`config.mk`:
```
export PLATFORM = sky130hd
export DESIGN_NAME = fft_job_arbiter
export DESIGN_NICKNAME = d
export VERILOG_FILES = /design/src/rtl/fft_pkg.sv /design/src/rtl/rr_arb2.sv /design/src/rtl/fft_job_arbiter.sv
export SDC_FILE = /design/constraint.sdc
export NUM_CORES = 1
export LEC_CHECK = 0
export ABC_AREA = 1
export CAP_MARGIN = 0
export CORE_ASPECT_RATIO = 0.9
export CORE_MARGIN = 3
export CORE_UTILIZATION = 43
export DETAILED_ROUTE_END_ITERATION = 8
export GPL_TIMING_DRIVEN = 0
export PLACE_DENSITY_LB_ADDON = 0.3
export SLEW_MARGIN = 10
export SYNTH_ARGS = -nofsm -noshare
export SYNTH_HDL_FRONTEND = slang
export SYNTH_SLANG_ARGS = --single-unit
export TNS_END_PERCENT = 10
```
`constraint.sdc`:
```
create_clock -name clk -period 2.5 [get_ports clk]
set_clock_uncertainty 0.05 [all_clocks]
set_input_delay 0.5 -clock clk [delete_from_list [all_inputs] [get_ports clk]]
set_output_delay 0.5 -clock clk [all_outputs]
set_load 0.05 [all_outputs]
```
`src/rtl/fft_pkg.sv`:
```
// Shared defaults and FSM state type for the FFT job arbiter.
package fft_pkg;

    localparam int unsigned DW_DEF     = 64;
    localparam int unsigned N_LOG2_DEF = 8;
    localparam int unsigned TMO_DEF    = 4096;

    typedef enum logic [2:0] {
        S_IDLE  = 3'd0,
        S_START = 3'd1,
        S_LOAD  = 3'd2,
        S_RUN   = 3'd3,
        S_DRAIN = 3'd4,
        S_ABORT = 3'd5
    } state_e;

endpackage

```
`src/rtl/rr_arb2.sv`:
```
// Two-way round-robin grant: on contention the requester not served last wins.
module rr_arb2 (
    input  logic [1:0] req_i,
    input  logic       last_i,
    output logic [1:0] gnt_o
);

    always_comb begin
        gnt_o = req_i;
        if (req_i == 2'b11) begin
            gnt_o = last_i ? 2'b01 : 2'b10;
        end
    end

endmodule

```
`src/rtl/fft_job_arbiter.sv`:
```
// Time-shares one streaming FFT core between two frame requesters, with
// underrun and watchdog aborts and a registered result stream.
module fft_job_arbiter
    import fft_pkg::*;
#(
    parameter int unsigned DW     = DW_DEF,
    parameter int unsigned N_LOG2 = N_LOG2_DEF,
    parameter int unsigned TMO    = TMO_DEF
) (
    input  logic            clk,
    input  logic            rst,
    input  logic [1:0]      req,
    output logic [1:0]      gnt,
    input  logic [1:0]      in_valid,
    input  logic [2*DW-1:0] in_data,
    output logic [1:0]      in_ready,
    output logic            out_valid,
    output logic [DW-1:0]   out_data,
    output logic            out_id,
    output logic            out_last,
    output logic            err,
    output logic            fft_start,
    output logic [DW-1:0]   fft_x,
    input  logic [DW-1:0]   fft_dout,
    input  logic            fft_dout_valid,
    input  logic            fft_done,
    output logic            fft_abort
);

    localparam int unsigned   CW     = N_LOG2 + 1;
    localparam int unsigned   WW     = $clog2(TMO + 1);
    localparam logic [CW-1:0] N_PTS  = {1'b1, {N_LOG2{1'b0}}};
    localparam logic [CW-1:0] N_LAST = N_PTS - CW'(1);
    localparam logic [WW-1:0] TMO_M1 = WW'(TMO - 1);

    state_e          state_q, state_d;
    logic [1:0]      gnt_q, gnt_d;
    logic            gidx_q, gidx_d;
    logic            last_q, last_d;
    logic [CW-1:0]   in_cnt_q, in_cnt_d;
    logic [CW-1:0]   out_cnt_q, out_cnt_d;
    logic [WW-1:0]   wd_q, wd_d;
    logic [1:0]      in_ready_q, in_ready_d;
    logic            out_valid_q, out_valid_d;
    logic [DW-1:0]   out_data_q, out_data_d;
    logic            out_id_q, out_id_d;
    logic            out_last_q, out_last_d;
    logic            err_q, err_d;
    logic            start_q, start_d;
    logic [DW-1:0]   fft_x_q, fft_x_d;
    logic            abort_q, abort_d;

    logic [1:0]      arb_gnt;
    logic            sel_valid;
    logic [DW-1:0]   sel_data;
    logic            abort_job;
    logic            end_job;

    rr_arb2 u_arb (
        .req_i  (req),
        .last_i (last_q),
        .gnt_o  (arb_gnt)
    );

    always_comb begin
        state_d     = state_q;
        gnt_d       = gnt_q;
        gidx_d      = gidx_q;
        last_d      = last_q;
        in_cnt_d    = in_cnt_q;
        out_cnt_d   = out_cnt_q;
        wd_d        = wd_q;
        out_data_d  = out_data_q;
        out_id_d    = out_id_q;
        fft_x_d     = fft_x_q;
        out_valid_d = 1'b0;
        out_last_d  = 1'b0;
        err_d       = 1'b0;
        abort_d     = 1'b0;
        abort_job   = 1'b0;
        end_job     = 1'b0;
        sel_valid   = in_valid[gidx_q];
        sel_data    = gidx_q ? in_data[2*DW-1:DW] : in_data[DW-1:0];

        case (state_q)
            S_IDLE: begin
                if (|req) begin
                    gnt_d   = arb_gnt;
                    gidx_d  = arb_gnt[1];
                    state_d = S_START;
                end
            end
            S_START: state_d = S_LOAD;
            S_LOAD: begin
                // The core cannot stall, so a missing sample kills the job.
                if (!sel_valid) begin
                    abort_job = 1'b1;
                end else begin
                    fft_x_d  = sel_data;
                    in_cnt_d = in_cnt_q + CW'(1);
                    if (in_cnt_q == N_LAST) begin
                        state_d = S_RUN;
                        wd_d    = '0;
                    end
                end
            end
            S_RUN, S_DRAIN: begin
                out_id_d = gidx_q;
                wd_d     = wd_q + WW'(1);
                if (fft_dout_valid) begin
                    out_valid_d = 1'b1;
                    out_data_d  = fft_dout;
                    out_last_d  = (out_cnt_q == N_LAST);
                    out_cnt_d   = out_cnt_q + CW'(1);
                    if (state_q == S_RUN) state_d = S_DRAIN;
                end
                if (fft_done) begin
                    state_d = S_IDLE;
                    err_d   = (out_cnt_d != N_PTS);
                    end_job = 1'b1;
                end else if (wd_q == TMO_M1) begin
                    abort_job = 1'b1;
                end
            end
            S_ABORT: state_d = S_IDLE;
            default: state_d = S_IDLE;
        endcase

        if (abort_job) begin
            state_d = S_ABORT;
            err_d   = 1'b1;
            abort_d = 1'b1;
        end
        if (abort_job || end_job) begin
            gnt_d     = '0;
            last_d    = gidx_q;
            in_cnt_d  = '0;
            out_cnt_d = '0;
            wd_d      = '0;
        end

        in_ready_d = (state_d == S_LOAD) ? gnt_d : '0;
        start_d    = (state_d == S_START);
    end

    always_ff @(posedge clk or negedge rst) begin
        if (!rst) begin
            state_q     <= S_IDLE;
            gnt_q       <= '0;
            gidx_q      <= 1'b0;
            last_q      <= 1'b1;
            in_cnt_q    <= '0;
            out_cnt_q   <= '0;
            wd_q        <= '0;
            in_ready_q  <= '0;
            out_valid_q <= 1'b0;
            out_data_q  <= '0;
            out_id_q    <= 1'b0;
            out_last_q  <= 1'b0;
            err_q       <= 1'b0;
            start_q     <= 1'b0;
            fft_x_q     <= '0;
            abort_q     <= 1'b0;
        end else begin
            state_q     <= state_d;
            gnt_q       <= gnt_d;
            gidx_q      <= gidx_d;
            last_q      <= last_d;
            in_cnt_q    <= in_cnt_d;
            out_cnt_q   <= out_cnt_d;
            wd_q        <= wd_d;
            in_ready_q  <= in_ready_d;
            out_valid_q <= out_valid_d;
            out_data_q  <= out_data_d;
            out_id_q    <= out_id_d;
            out_last_q  <= out_last_d;
            err_q       <= err_d;
            start_q     <= start_d;
            fft_x_q     <= fft_x_d;
            abort_q     <= abort_d;
        end
    end

    assign gnt       = gnt_q;
    assign in_ready  = in_ready_q;
    assign out_valid = out_valid_q;
    assign out_data  = out_data_q;
    assign out_id    = out_id_q;
    assign out_last  = out_last_q;
    assign err       = err_q;
    assign fft_start = start_q;
    assign fft_x     = fft_x_q;
    assign fft_abort = abort_q;

endmodule

```
==> results by group <==
Status
  • Status: finished with violations
  • Violated checks: hold timing

STA
  • Max Slew Vio Count: 0
  • WHS: -0.000152 ns
  • Finish-stage setup viols: 0
  • Final cycle utilization of the critical path: 0.882
  • Final hold viol count: 1
  • Minimum clock period: 2.21 ns
  • Unrepaired setup endpoints after global routing: false
  • Max Clk Rate: 0.453 GHz
  • Slew @ Worst Pin: ~0.63 ns
  • Relative slew slack: 0.583
  • Setup TNS: 0 ns

Synthesis
  • Synth warn: 0
  • Area leader, netlist: dfrtp_1
  • Synth Register Bits: 174
  • Mapped Area: 7840 sq um
  • Top cells by area, synth: dfrtp_1, nand2_1, a31oi_1
  • EDFF count, synth: 0
  • Syn_area_per_cell: between 8 and 9 sq um
  • Syn Inst Count: 974
  • Sequential-to-total area share from yosys stat: 0.556
  • Post-synth cell types: 32
  • Syn_nets: 1179
  • Synth top area share: 0.552
  • Synth Flop Type: dfrtp_1
  • FFs w/ async S/R, synth: 1.00

GRT
  • Largest net degree at the start of global routing: 96
  • Vias in the first global route: 7638
  • Initial antenna violation count: 0
  • GRT overflow: 0
  • First-pass GRT wire length: 40300 um
  • All-Layer GR Usage: 0.255

CTS
  • Clock-pin slew on the worst setup and hold paths: 0.07 ns
  • CTS H-tree depth: 4
  • Post-CTS Repair Setup Buffers: 0
  • CTS tree: done
  • Clk Latency, worst-skew pair: 0.42 ns
  • Root buf cell: clkbuf_16
  • Clk sinks: 174
  • Resized Gates After CTS: 0
  • Clock buffer depth: 2
  • TritonCTS buffer count: 17
  • Hold-fix buffers, CTS: 0

Drt
  • Vias per cell: 4.94
  • Routed via count: roughly 7.8k
  • Wire length per cell: approximately 16 um
  • DRT iter0 DRCs: 432
  • Residual DRC: 0
  • Final wirelength: 25400 um
  • Routed Antenna Nets: 0
  • First-pass DRT Iterations: 7

Power and ir drop
  • Pint: between 8 and 9 mW
  • Power share of the clock group: 0.158
  • Sequential Power Share: 0.266
  • Leakage: 5.60 nW
  • Pwr/cell area: approximately 1400 nW/um^2
  • Combinational fraction of design power: 0.576
  • Maximum VDD drop: 0.729 mV
  • Design Power: 17.5 mW
  • Net Sw Frac: 0.498
  • Switching Power: 8.71 mW

Final layout
  • Antenna cells: 0
  • Layout cell share with drive strength beyond 1: 0.0573
  • Area grow syn2layout: 54.9%
  • Nets: 1535
  • Most frequent cells in the layout: nand2_1, clkdlybuf4s50_1, dfrtp_1
  • Most common cell after layout, fill and taps aside: nand2_1
  • Layout filler cell count: 1446

Floorplan
  • Ports: 338
  • Die area: 19900 sq um
  • Core Footprint: approximately 18000 sq um
  • Chip height: approximately 130 um
  • Die width: 148 um
  • Std cell rows: 46
  • Starting density of the core: 0.442

Worst setup path
  • CP max FO: 2
  • CP Launch Type: register
  • Crit end category: output port
  • Crit path buffers/inverters: 1
  • Worst path required time: 1.95 ns
  • CP peak stage delay: 0.84 ns
  • WP data arrival: 1.66 ns
  • Crit-path cells: clkdlybuf4s50_1
  • Crit-path leading delay family: buffers and inverters
  • CP max-delay cell: clkdlybuf4s50_1
  • Setup CP Type: reg2out

Placed design
  • I/O Buffers: 336
  • Placer Congestion: 0.868
  • Post-detailed-placement half-perimeter wirelength: a little under 20000 um

Min path
  • Hold Crit Class: in2async

Run
  • Max-cap violation count: 0
## cells by family (layout without fill, tap and decap cells)
family | Yosys count | count (layout) | synth area share
AOI/OAI and AO/OA | 92 | 92 | 0.0699
xor gates and xnor gates | 7 | 7 | 0.00782
adders and majority gates | 5 | 5 | 0.00798
buffers and inverters | 88 | 457 | 0.0503
DFF | 174 | 174 | 0.556
and+or+nand+nor | 608 | 608 | 0.308
## area by class of cell
type                            instances  area (sq um)  area share
Sequential cell                       174          4360       0.359
Timing Repair Buffer                  337          3400       0.280
Multi-Input combinational cell        712          3090       0.254
Clock buffer                           21           450      0.0371
Tap cell                              240           300      0.0247
Buffer                                 45           233      0.0192
Inverter                               43           161      0.0133
Clock inverter                         11           156      0.0129
## power by group through the flow
stage          sequential, mW  clock (mW)  combinational (mW)
2_1_floorplan            8.31           0                2.80
3_3_place_gp             4.63           0                9.98
3_5_place_dp             4.69           0                10.1
4_1_cts                  4.65        2.83                10.2
5_1_grt                  4.80        2.95                10.7
6_report                 4.65        2.77                10.1
## routing by layer
layer / global-route usage / share of wire / vias to the layer above
met5: 0 / 0 / -
met4: 0.0883 / 0.027 / 0
met3: 0.0801 / 0.085 / 46
met2: 0.426 / 0.49 / 325
met1: 0.315 / 0.40 / 3650
li1: - / - / 3795
## sequential cells by signal (all words and copies together) (netlist names)
signal	flops
err	1
fft_abort	1
fft_start	1
fft_x	64
gidx_q	1
gnt	2
in_cnt_q	9
in_ready	2
last_q	1
out_cnt_q	9
out_data	64
out_id	1
out_last	1
out_valid	1
state_q	3
wd_q	13
## synth_stat cells (all sizes together) (3+ instances only)
master	count
a21oi	6
nand3	19
nor2	105
nand4	6
a31oi	65
buf	27
dfrtp	173
nor3	12
inv	43
ha	5
clkbuf	18
nand2	460
o21ai	19
xor2	3
xnor2	4
## through the flow
step / instances / setup WS (ns) / area, sq um / utilization
3_5_place_dp: 1551 / 0.121 / 11500 / 0.651
4_1_cts: 1583 / 0.263 / 12100 / 0.685
3_3_place_gp: 1550 / -6.45 / 11500 / 0.649
6_report: 1583 / 0.294 / 12100 / 0.685
2_1_floorplan: 974 / 0.751 / 7840 / -
5_1_grt: 1583 / 0.206 / 12100 / 0.685
## worst paths after layout
kind,cells after the start,slack [ns],from,endpoint
min in group clk,3,0.35,fft_dout_valid,out_last$_DFF_PN0_
hold reg to reg,2,0.42,out_data[20]$_DFFE_PN0P_,out_data[20]$_DFFE_PN0P_
setup reg to reg,12,0.39,out_cnt_q[1]$_DFFE_PN0P_,err$_DFF_PN0_
setup / recovery,1,0.29,fft_x[62]$_DFFE_PN0P_,fft_x[62]
hold / removal,1,-0.0002,rst,fft_x[62]$_DFFE_PN0P_
max in group asynchronous,2,1.51,rst,out_data[36]$_DFFE_PN0P_
Note: power is estimated with default switching activity, not from simulation.
